**config.mk**
```make
export PLATFORM = sky130hd
export DESIGN_NAME = agc_period_ctrl
export DESIGN_NICKNAME = d
export VERILOG_FILES = /design/src/rtl/agc_period_ctrl.sv
export SDC_FILE = /design/constraint.sdc
export NUM_CORES = 1
export LEC_CHECK = 0
export BUFFER_PORTS_ARGS = -buffer_cell sky130_fd_sc_hd__buf_2
export CORE_AREA = 4 4 417 419
export DETAILED_ROUTE_END_ITERATION = 16
export DIE_AREA = 0 0 421 423
export MAX_ROUTING_LAYER = met4
export SLEW_MARGIN = 20
export SYNTH_ARGS = -nofsm -noshare
export SYNTH_HDL_FRONTEND = slang
export SYNTH_SLANG_ARGS = --single-unit
```
**constraint.sdc**
```tcl
create_clock -name clk_i -period 2.3 [get_ports clk_i]
set_clock_uncertainty 0.1 [all_clocks]
set_input_delay 0.46 -clock clk_i [delete_from_list [all_inputs] [get_ports clk_i]]
set_output_delay 0.46 -clock clk_i [all_outputs]
set_load 0.03 [all_outputs]
```
**src/rtl/agc_period_ctrl.sv**
```systemverilog
`default_nettype none
// ============================================================================
// Module  : agc_period_ctrl
// Purpose : Common AGC measurement sequencer shared by all channels. Issues
//           the period-start accumulator reset (agc_tick_o) and the
//           accumulate window (agc_ce_o) to every per-channel AGC core. Once
//           the accumulators have settled, it takes a coherent snapshot of
//           all channels and offers it downstream with a valid/ack handshake.
//
// Ports   :
//   clk_i          system clock
//   rst_n_i        asynchronous active-low reset
//   enable_i       measurement enable from the register core
//   agc_tick_o     one-cycle accumulator reset / period start
//   agc_ce_o       accumulate enable (2^PERIOD_LOG2 cycles per period)
//   sq_accum_i     square accumulators, channel k at [SQ_BITS*k +: SQ_BITS]
//   gt_accum_i     greater-than probit accumulators
//   lt_accum_i     less-than probit accumulators
//   sq_o/gt_o/lt_o captured snapshot
//   valid_o        snapshot valid and not yet consumed
//   ack_i          consumer has read the snapshot
//   overrun_o      sticky: a capture was dropped while valid_o was high
//   clr_overrun_i  clears overrun_o
//
// Revision: 1.0 - initial release
// ============================================================================
module agc_period_ctrl #(
  parameter int NCH         = 8,
  parameter int SQ_BITS     = 25,
  parameter int PR_BITS     = 21,
  parameter int PERIOD_LOG2 = 17,
  parameter int SETTLE_CLKS = 4
) (
  input  logic                     clk_i,
  input  logic                     rst_n_i,
  input  logic                     enable_i,
  output logic                     agc_tick_o,
  output logic                     agc_ce_o,
  input  logic [NCH*SQ_BITS-1:0]   sq_accum_i,
  input  logic [NCH*PR_BITS-1:0]   gt_accum_i,
  input  logic [NCH*PR_BITS-1:0]   lt_accum_i,
  output logic [NCH*SQ_BITS-1:0]   sq_o,
  output logic [NCH*PR_BITS-1:0]   gt_o,
  output logic [NCH*PR_BITS-1:0]   lt_o,
  output logic                     valid_o,
  input  logic                     ack_i,
  output logic                     overrun_o,
  input  logic                     clr_overrun_i
);

  localparam int CW = PERIOD_LOG2 + 1;

  // Terminal counts; the counter restarts from zero on entry to RUN/SETTLE.
  localparam logic [CW-1:0] RUN_LAST    = {1'b0, {PERIOD_LOG2{1'b1}}};
  localparam logic [CW-1:0] SETTLE_LAST = CW'(SETTLE_CLKS - 1);

  typedef enum logic [2:0] {
    ST_IDLE    = 3'd0,
    ST_TICK    = 3'd1,
    ST_RUN     = 3'd2,
    ST_SETTLE  = 3'd3,
    ST_CAPTURE = 3'd4
  } state_t;

  state_t          state_q, state_d;
  logic [CW-1:0]   cnt_q, cnt_d;
  logic            tick_q, ce_q;
  logic            valid_q, valid_d;
  logic            overrun_q, overrun_d;
  logic            load, drop;
  logic            eff_full;

  logic [NCH*SQ_BITS-1:0] sq_q;
  logic [NCH*PR_BITS-1:0] gt_q;
  logic [NCH*PR_BITS-1:0] lt_q;

  // An ack arriving on the capture cycle frees the slot for the new set.
  assign eff_full = valid_q & ~ack_i;

  // --------------------------------------------------------------------------
  // Next-state, counter and handshake decisions
  // --------------------------------------------------------------------------
  always_comb begin
    state_d   = state_q;
    cnt_d     = cnt_q;
    load      = 1'b0;
    drop      = 1'b0;

    case (state_q)
      ST_IDLE: begin
        if (enable_i) state_d = ST_TICK;
      end
      ST_TICK: begin
        state_d = ST_RUN;
        cnt_d   = '0;
      end
      ST_RUN: begin
        if (cnt_q == RUN_LAST) begin
          state_d = ST_SETTLE;
          cnt_d   = '0;
        end else begin
          cnt_d = cnt_q + 1'b1;
        end
      end
      ST_SETTLE: begin
        if (cnt_q == SETTLE_LAST) begin
          state_d = ST_CAPTURE;
          cnt_d   = '0;
        end else begin
          cnt_d = cnt_q + 1'b1;
        end
      end
      ST_CAPTURE: begin
        // Back-to-back periods: the next tick follows capture directly.
        state_d = ST_TICK;
        load    = ~eff_full;
        drop    = eff_full;
      end
      default: begin
        state_d = ST_IDLE;
        cnt_d   = '0;
      end
    endcase

    // Disable aborts the period from any state, including capture.
    if (!enable_i) begin
      state_d = ST_IDLE;
      cnt_d   = '0;
      load    = 1'b0;
      drop    = 1'b0;
    end

    valid_d = valid_q;
    if (load) begin
      valid_d = 1'b1;
    end else if (ack_i) begin
      valid_d = 1'b0;
    end

    // A drop in the same cycle as a clear wins.
    overrun_d = overrun_q;
    if (drop) begin
      overrun_d = 1'b1;
    end else if (clr_overrun_i) begin
      overrun_d = 1'b0;
    end
  end

  // --------------------------------------------------------------------------
  // State register and registered Moore outputs
  // --------------------------------------------------------------------------
  always_ff @(posedge clk_i or negedge rst_n_i) begin
    if (!rst_n_i) begin
      state_q   <= ST_IDLE;
      cnt_q     <= '0;
      tick_q    <= 1'b0;
      ce_q      <= 1'b0;
      valid_q   <= 1'b0;
      overrun_q <= 1'b0;
    end else begin
      state_q   <= state_d;
      cnt_q     <= cnt_d;
      // Decoded from the next state so tick/ce are true flop outputs that
      // line up with the state they belong to.
      tick_q    <= (state_d == ST_TICK);
      ce_q      <= (state_d == ST_RUN);
      valid_q   <= valid_d;
      overrun_q <= overrun_d;
    end
  end

  // --------------------------------------------------------------------------
  // Snapshot registers: all channels load together in the capture cycle
  // --------------------------------------------------------------------------
  always_ff @(posedge clk_i or negedge rst_n_i) begin
    if (!rst_n_i) begin
      sq_q <= '0;
      gt_q <= '0;
      lt_q <= '0;
    end else if (load) begin
      sq_q <= sq_accum_i;
      gt_q <= gt_accum_i;
      lt_q <= lt_accum_i;
    end
  end

  assign agc_tick_o = tick_q;
  assign agc_ce_o   = ce_q;
  assign valid_o    = valid_q;
  assign overrun_o  = overrun_q;
  assign sq_o       = sq_q;
  assign gt_o       = gt_q;
  assign lt_o       = lt_q;

endmodule
`default_nettype wire
```
==> results.toml <==
[timing]
final_max_slew_viol_count = 0
hold_violations = 0
finalCriticalPeriod_ns = 2.13
fmax_mhz = 469
setup_viol = 0
final.setup.tns_ns = 0
timing.hold.ws_ns = 0.0880
grt_setup_unrepaired = "no"
worstMarginPinSlew_ns = 0.548
relSlewSlack_pct = 63.7
fin_crit_sh_pct = 92.7

[clocking]
cts_tree = "done"
ctsRootBufferMaster = "clkbuf_16"
numCtsBuffers = 71
path_clk_slew_ns = 0.06
htreeDepth = 3
clockBufferDepth = 3
insertion_delay_ns = 0.65
cts_num_sinks = 561

[power]
p_leak_uw = 0.0199
switchingPower_uw = 6730
ir_drop_v = 0.000531
power.density_nw_per_um2 = 668
power_frac_comb_pct = 12.8
p_sw_share_pct = 26.7
cell_internal_pwr_uw = 18400
p_clk_share_pct = 45.5
p_seq_share_pct = 41.6

[die]
die_y_um = 423
core_area_um2 = 171000
rows = 152
io_pins = 1081
start_util_pct = 12.4
die_w_um = 421
die_area_um2 = 178000

[detailed_routing]
remaining_drc_errors = 0
vias = 18100
routedWlPerCell_um = 19.3
vias_per_cell = 3.42
drtAntennaViolNets = 0
wl_mm = 102
drt_iter0_markers = 862
drtPass1Iterations = 5

[logic_synthesis]
synth_edf_count = 0
syn_nets = 1835
syn_inst = 1293
synthArstFlopShare_pct = 100
yosys_register_bits = 561
syn-mean-instance-area_um2 = 16.4
synth.distinct_cells = 41
yosysSeqAreaShare_pct = 66.3
syn-cell-area_um2 = 21200
ys.flop_type = "dfrtp_1"
yosysWarnings = 0

[global_route]
grt_antenna_before_repair = 39
grt_pass1_wl_mm = 146
track_usage_pct = 11.6
grt_pass1_vias = 20100
overflow = 0
grt_max_degree = 55

[worst_setup_path]
worstPathArrival_ns = 2.61
crit_path_start_kind = "flop"
r2r_slack_ns = 0.17
crit_fanout = 5
crit_required_ns = 2.78
criticalPathCategory = "reg2reg"
critPathCaptureType = "flop"

[placement]
place_congestion = 0.960
io_buffers = 1080
place_hpwl_mm = 80.9

[final_layout]
seqCellArea_um2 = 14000
drive_gt1_share_pct = 41.9
area.growth.synth_to_final_pct = 77.9
fill_cells = 18000
final_nets = 3533
multi_input_area_um2 = 6790

[hold_path]
hp-class = "in2reg"

[outcome]
status = "complete, no violations"

[flow_run]
cap_violations = 0
synth_stat cells (2+ instances only):
cell type | count | area [µm²]
dfrtp_1 | 561 | 14000
mux2_1 | 536 | 6040
buf_2 | 55 | 275
nand3_1 | 23 | 115
nand2_1 | 18 | 67.6
nand4_1 | 10 | 62.6
clkbuf_1 | 8 | 30.0
nor2_1 | 6 | 22.5
nor4_1 | 6 | 37.5
o21ai_1 | 6 | 30.0
a21oi_1 | 5 | 25.0
or3_1 | 5 | 31.3
a31oi_1 | 4 | 25.0
buf_6 | 4 | 45.0
inv_1 | 4 | 15.0
mux2i_1 | 4 | 40.0
nor2b_1 | 4 | 25.0
nor3_1 | 4 | 20.0
nand2b_1 | 3 | 18.8
a22o_1 | 2 | 17.5
a22oi_1 | 2 | 15.0
and2_1 | 2 | 12.5
and3_1 | 2 | 12.5
o211ai_1 | 2 | 15.0
flip-flops by register name, summed over array words and instances (netlist names):
register / cells
cnt_q: 18
overrun_o: 1
sq_o: 200
state_q: 3
agc_tick_o: 1
lt_o: 168
valid_o: 1
gt_o: 168
agc_ce_o: 1
power by group through the flow:
stage                     combinational (µW)  sequential, µW  clock [µW]
after floorplan                          290           11300           0
after global placement                  2480           10600           0
after detailed placement                2500           10600           0
after CTS                               3270           10500       11900
after global routing                    3450           10500       12300
final                                   3230           10500       11500
cell type report:
| cell class | instances | share of cell area (%) |
|---|---|---|
| inverters | 4 | 0.0398 |
| diodes | 19 | 0.126 |
| repair buffers | 1693 | 30.8 |
| multi-input cells | 660 | 18.0 |
| clock buffers | 98 | 5.47 |
| clock inverters | 26 | 0.863 |
| flip-flops and latches | 561 | 37.2 |
| well taps | 2233 | 7.41 |
timing repair:
action / in CTS / in global routing
buffers inserted: 0 / 0
endpoints found under the setup margin: 0 / 1
resized for setup: 0 / 1
hold endpoints to repair: 728 / 0
hold buffers: 535 / 0
kinds of logic after synthesis:
logic type / after synthesis / share of synthesized area [%]
DFF: 561 / 66.3
muxes: 540 / 28.7
and+or+nand+nor: 90 / 2.34
buffers and inverters: 72 / 1.76
AOI/OAI and AO/OA: 28 / 0.850
xor gates and xnor gates: 1 / 0.0413
adders and majority gates: 1 / 0.0591
through the flow:
step           setup slack [ns]  instance area (µm²)  std cells  power (µW)  util [%]
2_1_floorplan             0.375                21200       1293       11600         -
6_report                  0.168                37700       5294       25200      22.1
3_3_place_gp              0.192                29900       4616       13100      17.5
5_1_grt                  0.0485                37700       5288       26200      22.1
4_1_cts                   0.140                37600       5275       25700      22.1
3_5_place_dp              0.193                29900       4616       13100      17.5
worst max-delay path, stage by stage, from the launching register on:
cell	delay [ns]
dfrtp_1	0.40
ha_1	0.19
nand3_1	0.17
nor4_4	0.41
buf_4	0.19
nand3_1	0.09
or4_1	0.41
o21ai_1	0.09
layer usage:
layer  track usage, %  routed length (µm)
met3             4.44                9150
met5                -                   0
met1             12.9               39900
met4             5.04                4230
met2             18.5               49100
worst paths after layout:
path	from	endpoint	cells after the start
min in group asynchronous	rst_n_i	sq_o[166]	2
worst min register to register	sq_o[59]	sq_o[59]	1
worst max register to register	cnt_q[0]	cnt_q[16]	7
worst min-delay path	sq_accum_i[17]	sq_o[17]	2
worst max-delay path	cnt_q[0]	cnt_q[16]	7
max in group asynchronous	rst_n_i	sq_o[121]	4
placed cells by master (no fill, tap or decap), types with 2 or more instances in the layout:
master | synthesis | routed
a31oi_1 | 4 | 4
o21ai_1 | 6 | 6
clkinv_4 | 0 | 3
nand2b_1 | 3 | 3
nand2_1 | 18 | 18
or3_1 | 5 | 5
clkinv_2 | 0 | 9
o211ai_1 | 2 | 2
bufinv_16 | 0 | 4
nor2_1 | 6 | 6
dfrtp_1 | 561 | 561
mux2i_1 | 4 | 4
buf_12 | 0 | 21
nor4_1 | 6 | 5
mux2_1 | 536 | 536
nor3_1 | 4 | 4
nand3_1 | 23 | 22
dlygate4sd3_1 | 0 | 535
and3_1 | 2 | 2
clkinv_8 | 0 | 2
diode_2 | 0 | 19
buf_2 | 55 | 1079
clkbuf_8 | 0 | 12
clkbuf_16 | 0 | 74
a22o_1 | 2 | 2
nor2b_1 | 4 | 4
inv_1 | 4 | 4
and2_1 | 2 | 2
a21oi_1 | 5 | 5
nand4_1 | 10 | 10
clkbuf_1 | 8 | 12
buf_4 | 1 | 57
a22oi_1 | 2 | 2
inv_6 | 0 | 5
Note: power is estimated with default switching activity, not from simulation.
